===== src/rtl/serial_byte_feeder.sv =====
// Byte-to-serial feeder with a one-entry holding buffer and optional inter-frame gap.
// Define SERIAL_MSB_FIRST_EN to emit DIN[7] first instead of DIN[0].
module serial_byte_feeder #(
   parameter int   FRAME_GAP = 0,
   parameter logic IDLE_BIT  = 1'b0
) (
   input  logic       CLK,
   input  logic       RST_N,
   input  logic [7:0] DIN,
   input  logic       VALID,
   output logic       READY,
   output logic       SO,
   output logic       BUSY,
   output logic       FRAME_DONE
);

   typedef enum logic [1:0] {
      S_IDLE,
      S_SHIFT,
      S_GAP
   } state_t;

   localparam logic [3:0] GAP_LOAD =
      (FRAME_GAP > 0) ? 4'(FRAME_GAP - 1) : 4'd0;

   state_t     state, state_n;
   logic [7:0] sh, sh_n;
   logic [2:0] cnt, cnt_n;
   logic [7:0] hold_q, hold_n;
   logic       full, full_n;
   logic [3:0] gap_cnt, gap_n;
   logic       done_q, done_n;
   logic       accept;
   logic       slot;
   logic [7:0] sh_next;
   logic       sh_bit;

`ifdef SERIAL_MSB_FIRST_EN
   assign sh_next = {sh[6:0], 1'b0};
   assign sh_bit  = sh[7];
`else
   assign sh_next = {1'b0, sh[7:1]};
   assign sh_bit  = sh[0];
`endif

   assign READY      = !full;
   assign accept     = VALID && !full;
   assign SO         = (state == S_SHIFT) ? sh_bit : IDLE_BIT;
   assign BUSY       = (state != S_IDLE) || full;
   assign FRAME_DONE = done_q;

   always_comb begin
      state_n = state;
      sh_n    = sh;
      cnt_n   = cnt;
      hold_n  = hold_q;
      full_n  = full;
      gap_n   = gap_cnt;
      done_n  = 1'b0;
      slot    = 1'b0;
      unique case (state)
         S_IDLE: begin
            if (accept) begin
               sh_n    = DIN;
               cnt_n   = 3'd0;
               state_n = S_SHIFT;
            end
         end
         S_SHIFT: begin
            sh_n  = sh_next;
            cnt_n = cnt + 3'd1;
            if (cnt == 3'd7) begin
               done_n = 1'b1;
               if (FRAME_GAP > 0) begin
                  state_n = S_GAP;
                  gap_n   = GAP_LOAD;
               end else begin
                  slot = 1'b1;
               end
            end
            if (accept && !slot) begin
               hold_n = DIN;
               full_n = 1'b1;
            end
         end
         S_GAP: begin
            if (gap_cnt == 4'd0) slot = 1'b1;
            else gap_n = gap_cnt - 4'd1;
            if (accept && !slot) begin
               hold_n = DIN;
               full_n = 1'b1;
            end
         end
         default: state_n = S_IDLE;
      endcase
      // buffered byte has priority; READY is low then, so DIN cannot collide
      if (slot) begin
         cnt_n   = 3'd0;
         state_n = S_SHIFT;
         if (full) begin
            sh_n   = hold_q;
            full_n = 1'b0;
         end else if (accept) begin
            sh_n = DIN;
         end else begin
            state_n = S_IDLE;
         end
      end
   end

   always_ff @(posedge CLK or negedge RST_N) begin
      if (!RST_N) begin
         state   <= S_IDLE;
         sh      <= 8'd0;
         cnt     <= 3'd0;
         hold_q  <= 8'd0;
         full    <= 1'b0;
         gap_cnt <= 4'd0;
         done_q  <= 1'b0;
      end else begin
         state   <= state_n;
         sh      <= sh_n;
         cnt     <= cnt_n;
         hold_q  <= hold_n;
         full    <= full_n;
         gap_cnt <= gap_n;
         done_q  <= done_n;
      end
   end

endmodule


===== config.mk =====
export PLATFORM = sky130hd
export DESIGN_NAME = serial_byte_feeder
export DESIGN_NICKNAME = d
export VERILOG_FILES = /design/src/rtl/serial_byte_feeder.sv
export SDC_FILE = /design/constraint.sdc
export NUM_CORES = 1
export LEC_CHECK = 0
export ABC_AREA = 1
export CORE_MARGIN = 2
export CORE_UTILIZATION = 58
export CTS_CLUSTER_DIAMETER = 100
export DETAILED_ROUTE_END_ITERATION = 12
export PLACE_DENSITY_LB_ADDON = 0.1
export SETUP_SLACK_MARGIN = 0.15
export SLEW_MARGIN = 30
export SYNTH_ARGS = -nofsm -noshare
export SYNTH_HDL_FRONTEND = slang
export SYNTH_SLANG_ARGS = --single-unit

===== constraint.sdc =====
create_clock -name CLK -period 2.7 [get_ports CLK]
set_input_delay 0.54 -clock CLK [delete_from_list [all_inputs] [get_ports CLK]]
set_output_delay 0.54 -clock CLK [all_outputs]
set_load 0.02 [all_outputs]

==> impl_results.md, run 1 <==
- Status: complete, no violations
- Synthesized area per cell: 7.94 sq um
- Arrival time worst endpoint: 1820 ps
- RR Endpoint: hold_q[0]$_DFFE_PN0P_
- Root Buffer: clkbuf_4
- Commonest non-fill, non-tap cells in the layout: nand2_1, dfrtp_1, nand3_1, clkdlybuf4s50_1, inv_1
- Ys Warns: 0
- Yosys reg bits: 22
- WL per Instance: 12.5 um
- Placed Area: 1330 sq um
- Placed wire-length estimate: 1.81 mm
- Final period utilization: 0.873
- Fmax: 424 MHz
- H-tree depth: 1
- Yosys top cell by area: dfrtp_1
- Area of the multi-input gates: 534 sq um
- Die Span Y: 49.2 um
- Vias per inst: 5.30
- Grt total ovfl: 0
- Max-cap violations: 0
- Crit-path max FO: 13
- Synth Net Count: 162
- Most common cell after layout, fill and taps aside: nand2_1
- DRT Pass-1 Iters: 4
- Slew HR: 0.680
- Leak: 0.000707 uW
- Number of global-route vias before repair: 923
- Fin area: 1360 sq um
- Register area: 552 sq um
- Synth Instances: 149
- CTS Sinks: 22
- Number of setup buffers added after CTS: 0
- Worst setup EP type: output port
- Unrepaired setup endpoints after global routing: no
- Cts hold-fix bufs: 0
- Die area: 2420 sq um
- Worst-path clk slew: 120 ps
- Critical Path RT: 2160 ps
- HP Class: reg2reg
- Kind of critical path: reg2out
- Worst flop-to-flop path startpoint: cnt[0]$_DFFE_PN0P_
- Vias: 1007
- Port-buffer cells: 14
- Nets@finish: 177
- Top cells by area, synth: dfrtp_1, nand2_1, nand3_1, o21ai_2, inv_1
- Die W: 49.2 um
- TritonCTS Buffers: 3
- First-pass GRT wire length: 4.20 mm
- Final ANT Viol Nets: 0
- WHS Endpoint: hold_q[2]$_DFFE_PN0P_
- Post-CTS Resized: 0
- Setup Skew: 3.79 ps
- Slew Viols, Final: 0
- Pwr dens: 1050 nW/um^2
- Unique masters post-synth: 23
- Layout cell share with drive strength beyond 1: 0.141
- Final Wtd Congestion: 0.858
- Mapped cell area: 1180 sq um
- Worst-Margin Slew: 480 ps
- Clk buf depth: 2
- CTS tree: yes
- Final WL: 2.37 mm
- Layout area overhead: 15.2%
- Site Rows: 16
- Diode count: 0
- # setup viols final: 0
- DRC Markers: 0
- Peak supply drop: 786 uV
- GRT Util Overall: 0.230
- Register area share after synthesis: 0.466
- Period minus WS final: 2360 ps
- FF-to-FF path depth: 8
- Largest net degree at the start of global routing: 23
- Final-layout fill cell count: 166
- Core Box Area: 1940 sq um
- DRT iter0 DRCs: 42
- Final Hold Fails: 0
- Final setup TNS: 0 ps
- Top Ports: 15
- Hold path depth: 2
- Worst skew pair latency: 310 ps
- Finished Layout Cells: 190
- Hold_sp: hold_q[2]$_DFFE_PN0P_
- Antenna violations before repair: 0
- Synth top area share: 0.466
- DP Cell Count: 186
- Fin Hold WS: 493 ps
- Initial Util: 0.609
- R2R Setup Slk: 1160 ps
- CP startpoint kind: flip-flop
==> layer usage <==
layer,vias up,part of all wire,global-route usage
li1,508,-,-
met3,5,0.049,0.0399
met4,0,0.019,0.0905
met5,-,0,0
met2,37,0.46,0.358
met1,457,0.47,0.319
==> layout make-up <==
type	instances	share of cell area
tap	27	0.0248
inverter	15	0.0432
sequential	22	0.405
clock buffer	4	0.0266
multi-input combinational	107	0.392
timing repair buffer	15	0.108
==> worst max-delay path by stage <==
stage,from,endpoint,cells after the start
4_1_cts,state[0]$_DFFE_PN0P_,BUSY,3
2_1_floorplan,state[0]$_DFFE_PN0P_,SO,3
6_report,state[0]$_DFFE_PN0P_,BUSY,3
3_5_place_dp,state[0]$_DFFE_PN0P_,BUSY,3
5_1_grt,state[0]$_DFFE_PN0P_,BUSY,3
3_3_place_gp,state[0]$_DFFE_PN0P_,BUSY,3
==> state kept, by name (all words and copies together), names as in the netlist <==
signal and cells:
full 1, FRAME_DONE 1, hold_q 8, cnt 3, state 1, sh 8
==> power breakdown <==
part | leakage, uW | switching [uW] | internal, uW | total [uW]
Clock | 0.0000210 | 101 | 82.5 | 183
Combinational | 0.000410 | 386 | 253 | 639
Sequential | 0.000277 | 134 | 480 | 614
==> stage by stage <==
stage,power (uW),util,setup slack (ps)
floorplan,1100,-,1300
global placement,1220,0.682,606
detailed placement,1250,0.682,541
CTS,1440,0.701,186
global route,1560,0.702,260
finish,1440,0.702,344
==> worst max-delay path, cell delays in order, from the launching register on <==
cell	delay, ps
dfrtp_2	520
inv_1	230
nand2_1	140
clkdlybuf4s50_1	610
==> synth_stat cells <==
cell and number:
inv_1 11, a31oi_1 1, buf_4 1, buf_2 1
o21ai_1 7, o21ai_2 7, and3_1 1, nand4_1 5
nand2_2 3, nand3_1 14, ha_1 2, inv_4 1
o21ai_0 1, buf_6 2, nand2_1 60, nor2_8 1
dfrtp_1 22, buf_1 1, inv_2 3, nor2_2 1
nand2_4 1, nor2_1 2, a21oi_1 1
==> logic make-up (layout without fill, tap and decap cells) <==
| group | Yosys count | in the layout | synth area share |
|---|---|---|---|
| buffers and inverters | 20 | 34 | 0.0825 |
| adder cells (fa/ha/maj) | 2 | 2 | 0.0212 |
| AO/OA/AOI/OAI | 17 | 17 | 0.0952 |
| AND/OR/NAND/NOR | 88 | 88 | 0.335 |
| flip-flops | 22 | 22 | 0.466 |
Power figures use the tool's default switching activity.
==> inputs of run 2 (changes only) <==
Settings changed: CORE_MARGIN 2 to 3, CTS_BUF_LIST set to sky130_fd_sc_hd__clkbuf_16.
==> run 2 against run 1 <==
Compared with the run above: register-to-register slack better by 70 ps; final cell count is 0.53% lower; wire length is 7.1% higher; combinational power is 7.5% higher; critical endpoint unchanged.
==> impl_results.md, run 2 (synthesis results as in run 1) <==
- Status: complete, no violations
- Die Span Y: 51.2 um (+4.1%)
- Max incr delay on CP: 630 ps (+20 ps)
- Net Switching: 643 uW (+3.7%)
- Die W: 51.2 um (+4.1%)
- Biggest registers after layout: hold_q (8), sh (8), cnt (3)
- Fmax: 446 MHz (+5.1%)
- R2R Setup Slk: 1230 ps (+70 ps)
- CP Capture Point: BUSY
- Switching share of power: 0.407 (-0.0257)
- Root Buffer: clkbuf_16
- Final-layout fill cell count: 130 (-22%)
- Clk buf depth: 2 (unchanged)
- CP max-delay cell: dfrtp_1
- Final Wtd Congestion: 0.892 (+4.0%)
- WL per Instance: 13.4 um (+7.6%)
- Grt total ovfl: 0 (unchanged)
- CP startpoint kind: flip-flop
- Antenna violations before repair: 0 (unchanged)
- Arrival time worst endpoint: 1700 ps (-120 ps)
- Die area: 2620 sq um (+8.3%)
- Crit-path max FO: 10 (-3)
- First-pass GRT wire length: 4.40 mm (+4.8%)
- RR Endpoint: hold_q[2]$_DFFE_PN0P_
- Fin Hold WS: 484 ps (-8.95 ps)
- Top Ports: 15 (unchanged)
- Cts hold-fix bufs: 0 (unchanged)
- Cell Int Power: 939 uW (+15%)
- Crit path from: full$_DFF_PN0_
- Period minus WS final: 2240 ps (-115 ps)
- Core Box Area: 1820 sq um (-6.2%)
- Layout cell share with drive strength beyond 1: 0.134 (-0.00696)
- Worst skew pair latency: 250 ps (-60 ps)
- Initial Util: 0.649 (+0.0406)
- Post-CTS Resized: 0 (unchanged)
- Peak supply drop: 814 uV (+3.6%)
- Placed wire-length estimate: 1.83 mm (+1.0%)
- CP Cell Sequence: inv_4, nand2_1, clkdlybuf4s50_1
- Slew Viols, Final: 0 (unchanged)
- Commonest non-fill, non-tap cells in the layout: nand2_1, dfrtp_1, nand3_1, clkdlybuf4s50_1, inv_1
- Final Hold Fails: 0 (unchanged)
- Kind of critical path: reg2out
- Most common cell after layout, fill and taps aside: nand2_1
- HP Class: reg2reg
- Unrepaired setup endpoints after global routing: no
- Worst-Margin Slew: 463 ps (-16.6 ps)
- Number of global-route vias before repair: 940 (+1.8%)
- # setup viols final: 0 (unchanged)
- H-tree depth: 1 (unchanged)
- Layout area overhead: 19.2%
- Vias: 1058 (+5.1%)
- Slew HR: 0.691 (+0.0111)
- Finished Core Util: 0.774 (+0.0722)
- Port-buffer cells: 14 (unchanged)
- DRT iter0 DRCs: 49 (+17%)
- Pwr dens: 1120 nW/um^2 (+6.6%)
- Vias per inst: 5.60 (+5.6%)
- Clock Power Share: 0.192 (+0.064)
- Setup Skew: 1.36 ps (-2.43 ps)
- Worst setup EP type: output port
- Critical Path RT: 2160 ps (about the same)
- Seq pwr share: 0.374 (-0.053)
- Max-cap violations: 0 (unchanged)
- CTS tree: yes
- Worst flop-to-flop path startpoint: cnt[0]$_DFFE_PN0P_
- Largest net degree at the start of global routing: 23 (unchanged)
- GRT Util Overall: 0.230 (+0.000373)
- TritonCTS Buffers: 3 (unchanged)
- DRT Pass-1 Iters: 4 (unchanged)
- Number of setup buffers added after CTS: 0 (unchanged)
- Final period utilization: 0.830 (-0.0426)
- Diode count: 0 (unchanged)
- DRC Markers: 0 (unchanged)
- Final WL: 2.53 mm (+7.1%)
- Worst-path clk slew: 50 ps (-70 ps)
- CTS Sinks: 22 (unchanged)
- FF-to-FF path depth: 8 (unchanged)
- Nets@finish: 178 (+0.56%)
- Final ANT Viol Nets: 0 (unchanged)
- Site Rows: 15 (-1)
- Comb power frac: 0.434 (-0.011)
- Final setup TNS: 0 ps (unchanged)
- Leak: 0.000730 uW (+3.1%)
-- run 2: power by group through the flow --
| stage | Sequential (uW) | Clock (uW) | Combinational (uW) |
|---|---|---|---|
| detailed placement | 594 | 0 | 673 |
| global route | 612 | 322 | 786 |
| floorplan | 552 | 0 | 552 |
| CTS | 590 | 310 | 683 |
| finish | 592 | 303 | 687 |
| global placement | 584 | 0 | 652 |
-- run 2: critical path: cells and delay by family (launching register included) --
kind / cells / cell delay [ps]
and+or+nand+nor: 1 / 100
buffers and inverters: 2 / 720
DFF: 1 / 630
-- run 2: how the worst min path moves through the flow --
stage	depth (start not counted)	end	slack (ps)	start
3_3_place_gp	2	cnt[1]$_DFFE_PN0P_	460	cnt[1]$_DFFE_PN0P_
4_1_cts	2	cnt[1]$_DFFE_PN0P_	480	cnt[1]$_DFFE_PN0P_
6_report	2	cnt[1]$_DFFE_PN0P_	480	cnt[1]$_DFFE_PN0P_
5_1_grt	2	hold_q[0]$_DFFE_PN0P_	510	hold_q[0]$_DFFE_PN0P_
2_1_floorplan	0	FRAME_DONE$_DFF_PN0_	240	RST_N
3_5_place_dp	2	hold_q[6]$_DFFE_PN0P_	470	hold_q[6]$_DFFE_PN0P_
-- run 2: per-stage QoR --
step | total power [uW] | setup slack (ps) | cells | area [sq um]
after detailed placement | 1270 | 721 | 185 | 1330
final | 1580 | 459 | 189 | 1410
after floorplan | 1100 | 1300 | 149 | 1180
after global routing | 1720 | 339 | 189 | 1410
after global placement | 1240 | 757 | 185 | 1330
after CTS | 1580 | 461 | 189 | 1410
-- run 2: metal layers --
layer / routed length (um) / global-route usage
met1: 1080 / 0.308
met2: 1220 / 0.350
met3: 153 / 0.0496
met4: 84 / 0.121
met5: 0 / 0
-- run 2: cell type report --
class | instances | area, sq um | area share
Multi-Input combinational cell | 107 | 534 | 0.379
Tap cell | 25 | 31.3 | 0.0222
Timing Repair Buffer | 16 | 155 | 0.110
Inverter | 15 | 58.8 | 0.0417
Sequential cell | 22 | 551 | 0.391
Clock inverter | 1 | 3.75 | 0.00266
Clock buffer | 3 | 75.1 | 0.0533
==> inputs of run 3 (changes only) <==
Settings changed: CORE_UTILIZATION 58 to 48.
Clock period 2.7 ns to 1.8 ns, I/O delays scaled along.
==> run 3 against run 2 <==
Compared with the run above: register-to-register slack worse by 920 ps; critical path depth is the same; critical endpoint unchanged; worst setup slack worse by 190 ps; wire length fell by 3.7%.
==> impl_results.md, run 3 (synthesis results as in run 1) <==
- Largest net degree at the start of global routing: 23 (unchanged)
- Peak supply drop: 850 uV (+4.4%)
- Worst skew pair latency: 250 ps (about the same)
- Status: complete, no violations
- Layout area overhead: 20.7%
- Worst flop-to-flop path startpoint: cnt[0]$_DFFE_PN0P_
- H-tree depth: 1 (unchanged)
- Worst setup EP type: output port
- Finished Core Util: 0.627 (-0.147)
- Site Rows: 17 (+2)
- WL per Instance: 12.6 um (-6.2%)
- Final-layout fill cell count: 202 (+55%)
- CTS tree: yes
- Arrival time worst endpoint: 1170 ps (-530 ps)
- GRT Util Overall: 0.176 (-0.0545)
- Worst-path clk slew: 60 ps (about the same)
- Layout cell share with drive strength beyond 1: 0.157 (+0.0225)
- Biggest registers after layout: hold_q (8), sh (8), cnt (3)
- Most common cell after layout, fill and taps aside: nand2_1
- Setup Skew: 1.52 ps (+0.156 ps)
- Die W: 55.6 um (+8.8%)
- Area of the multi-input gates: 537 sq um (+0.47%)
- Kind of critical path: reg2out
- Commonest non-fill, non-tap cells in the layout: nand2_1, dfrtp_1, nand3_1
- Register area: 552 sq um (+0.23%)
- Critical Path RT: 1440 ps (-720 ps)
- Max-cap violations: 0 (unchanged)
- DRT iter0 DRCs: 33 (-33%)
- Diode count: 0 (unchanged)
- Pwr dens: 1670 nW/um^2 (+48%)
- Die Span Y: 55.6 um (+8.8%)
- Worst-Margin Slew: 290 ps (-173 ps)
- DRT Pass-1 Iters: 4 (unchanged)
- Core Box Area: 2280 sq um (+25%)
- Top Ports: 15 (unchanged)
- CTS Sinks: 22 (unchanged)
- Crit-path max FO: 6 (-4)
- Vias: 1003 (-5.2%)
- FF-to-FF path depth: 8 (unchanged)
- Antenna violations before repair: 0 (unchanged)
- RR Endpoint: hold_q[1]$_DFFE_PN0P_
- Leak: 0.000745 uW (+2.1%)
- Unrepaired setup endpoints after global routing: no
- Final ANT Viol Nets: 0 (unchanged)
- Final setup TNS: 0 ps (unchanged)
- Final period utilization: 0.851
- R2R Setup Slk: 310 ps (-920 ps)
- Nets@finish: 180 (+1.1%)
- First-pass GRT wire length: 4.24 mm (-3.8%)
- DRC Markers: 0 (unchanged)
- Clk buf depth: 2 (unchanged)
- # setup viols final: 0 (unchanged)
- Final Wtd Congestion: 0.786 (-12%)
- Initial Util: 0.520 (-0.130)
- Slew HR: 0.806 (+0.115)
- Die area: 3090 sq um (+18%)
- Fmax: 653 MHz
- Number of global-route vias before repair: 927 (-1.4%)
- Vias per inst: 5.17 (-7.6%)
- HP Class: in2async
- Final Hold Fails: 0 (unchanged)
- Slew Viols, Final: 0 (unchanged)
- Period minus WS final: 1530 ps
- TritonCTS Buffers: 3 (unchanged)
- Cts hold-fix bufs: 0 (unchanged)
- Number of setup buffers added after CTS: 0 (unchanged)
- CP startpoint kind: flip-flop
- Root Buffer: clkbuf_16
- Final WL: 2.44 mm (-3.7%)
- Placed wire-length estimate: 1.67 mm (-8.6%)
- Grt total ovfl: 0 (unchanged)
- Port-buffer cells: 14 (unchanged)
-- run 3: worst max path at each step --
stage / start / endpoint / slack [ps]
2_1_floorplan: cnt[0]$_DFFE_PN0P_ / hold_q[5]$_DFFE_PN0P_ / 410
3_3_place_gp: VALID / sh[0]$_DFF_PN0_ / 150
3_5_place_dp: VALID / sh[6]$_DFF_PN0_ / 120
4_1_cts: state[0]$_DFFE_PN0P_ / BUSY / 260
5_1_grt: cnt[0]$_DFFE_PN0P_ / hold_q[3]$_DFFE_PN0P_ / 200
6_report: state[0]$_DFFE_PN0P_ / BUSY / 270
-- run 3: where the power goes --
group / internal, uW / switching [uW] / total [uW]
Clock: 296 / 170 / 467
Sequential: 724 / 138 / 861
Combinational: 404 / 647 / 1050
-- run 3: area by class of cell --
class	instances	share of cell area
flip-flops and latches	22	0.387
repair buffers	18	0.117
clock buffers	3	0.0526
inverters	15	0.0412
well taps	28	0.0245
clock inverters	1	0.00263
multi-input cells	107	0.376
-- run 3: stage by stage --
step           setup slack [ps]  cells  hold slack [ps]  area, sq um  total power (uW)
2_1_floorplan               413    149             64.4         1180              1660
5_1_grt                     202    194              483         1430              2590
3_3_place_gp                145    190              458         1350              1890
3_5_place_dp                123    190              463         1350              1920
6_report                    269    194              454         1430              2380
4_1_cts                     263    194              463         1430              2390
-- run 3: timing repair --
item / CTS / global route
endpoints found under the hold margin: 0 / 0
gates resized for setup: 4 / 1
endpoints found under the setup margin: 3 / 1
-- run 3: per-layer routing --
metal,global-route usage,wire [um]
met4,0.0625,35
met2,0.272,1090
met5,0,0
met1,0.248,1170
met3,0.0302,141
-- run 3: worst max-delay path, stage by stage, from the launching register on --
cell	delay (ps)
dfrtp_2	450
inv_1	90
nand2_1	70
dlygate4sd2_1	320
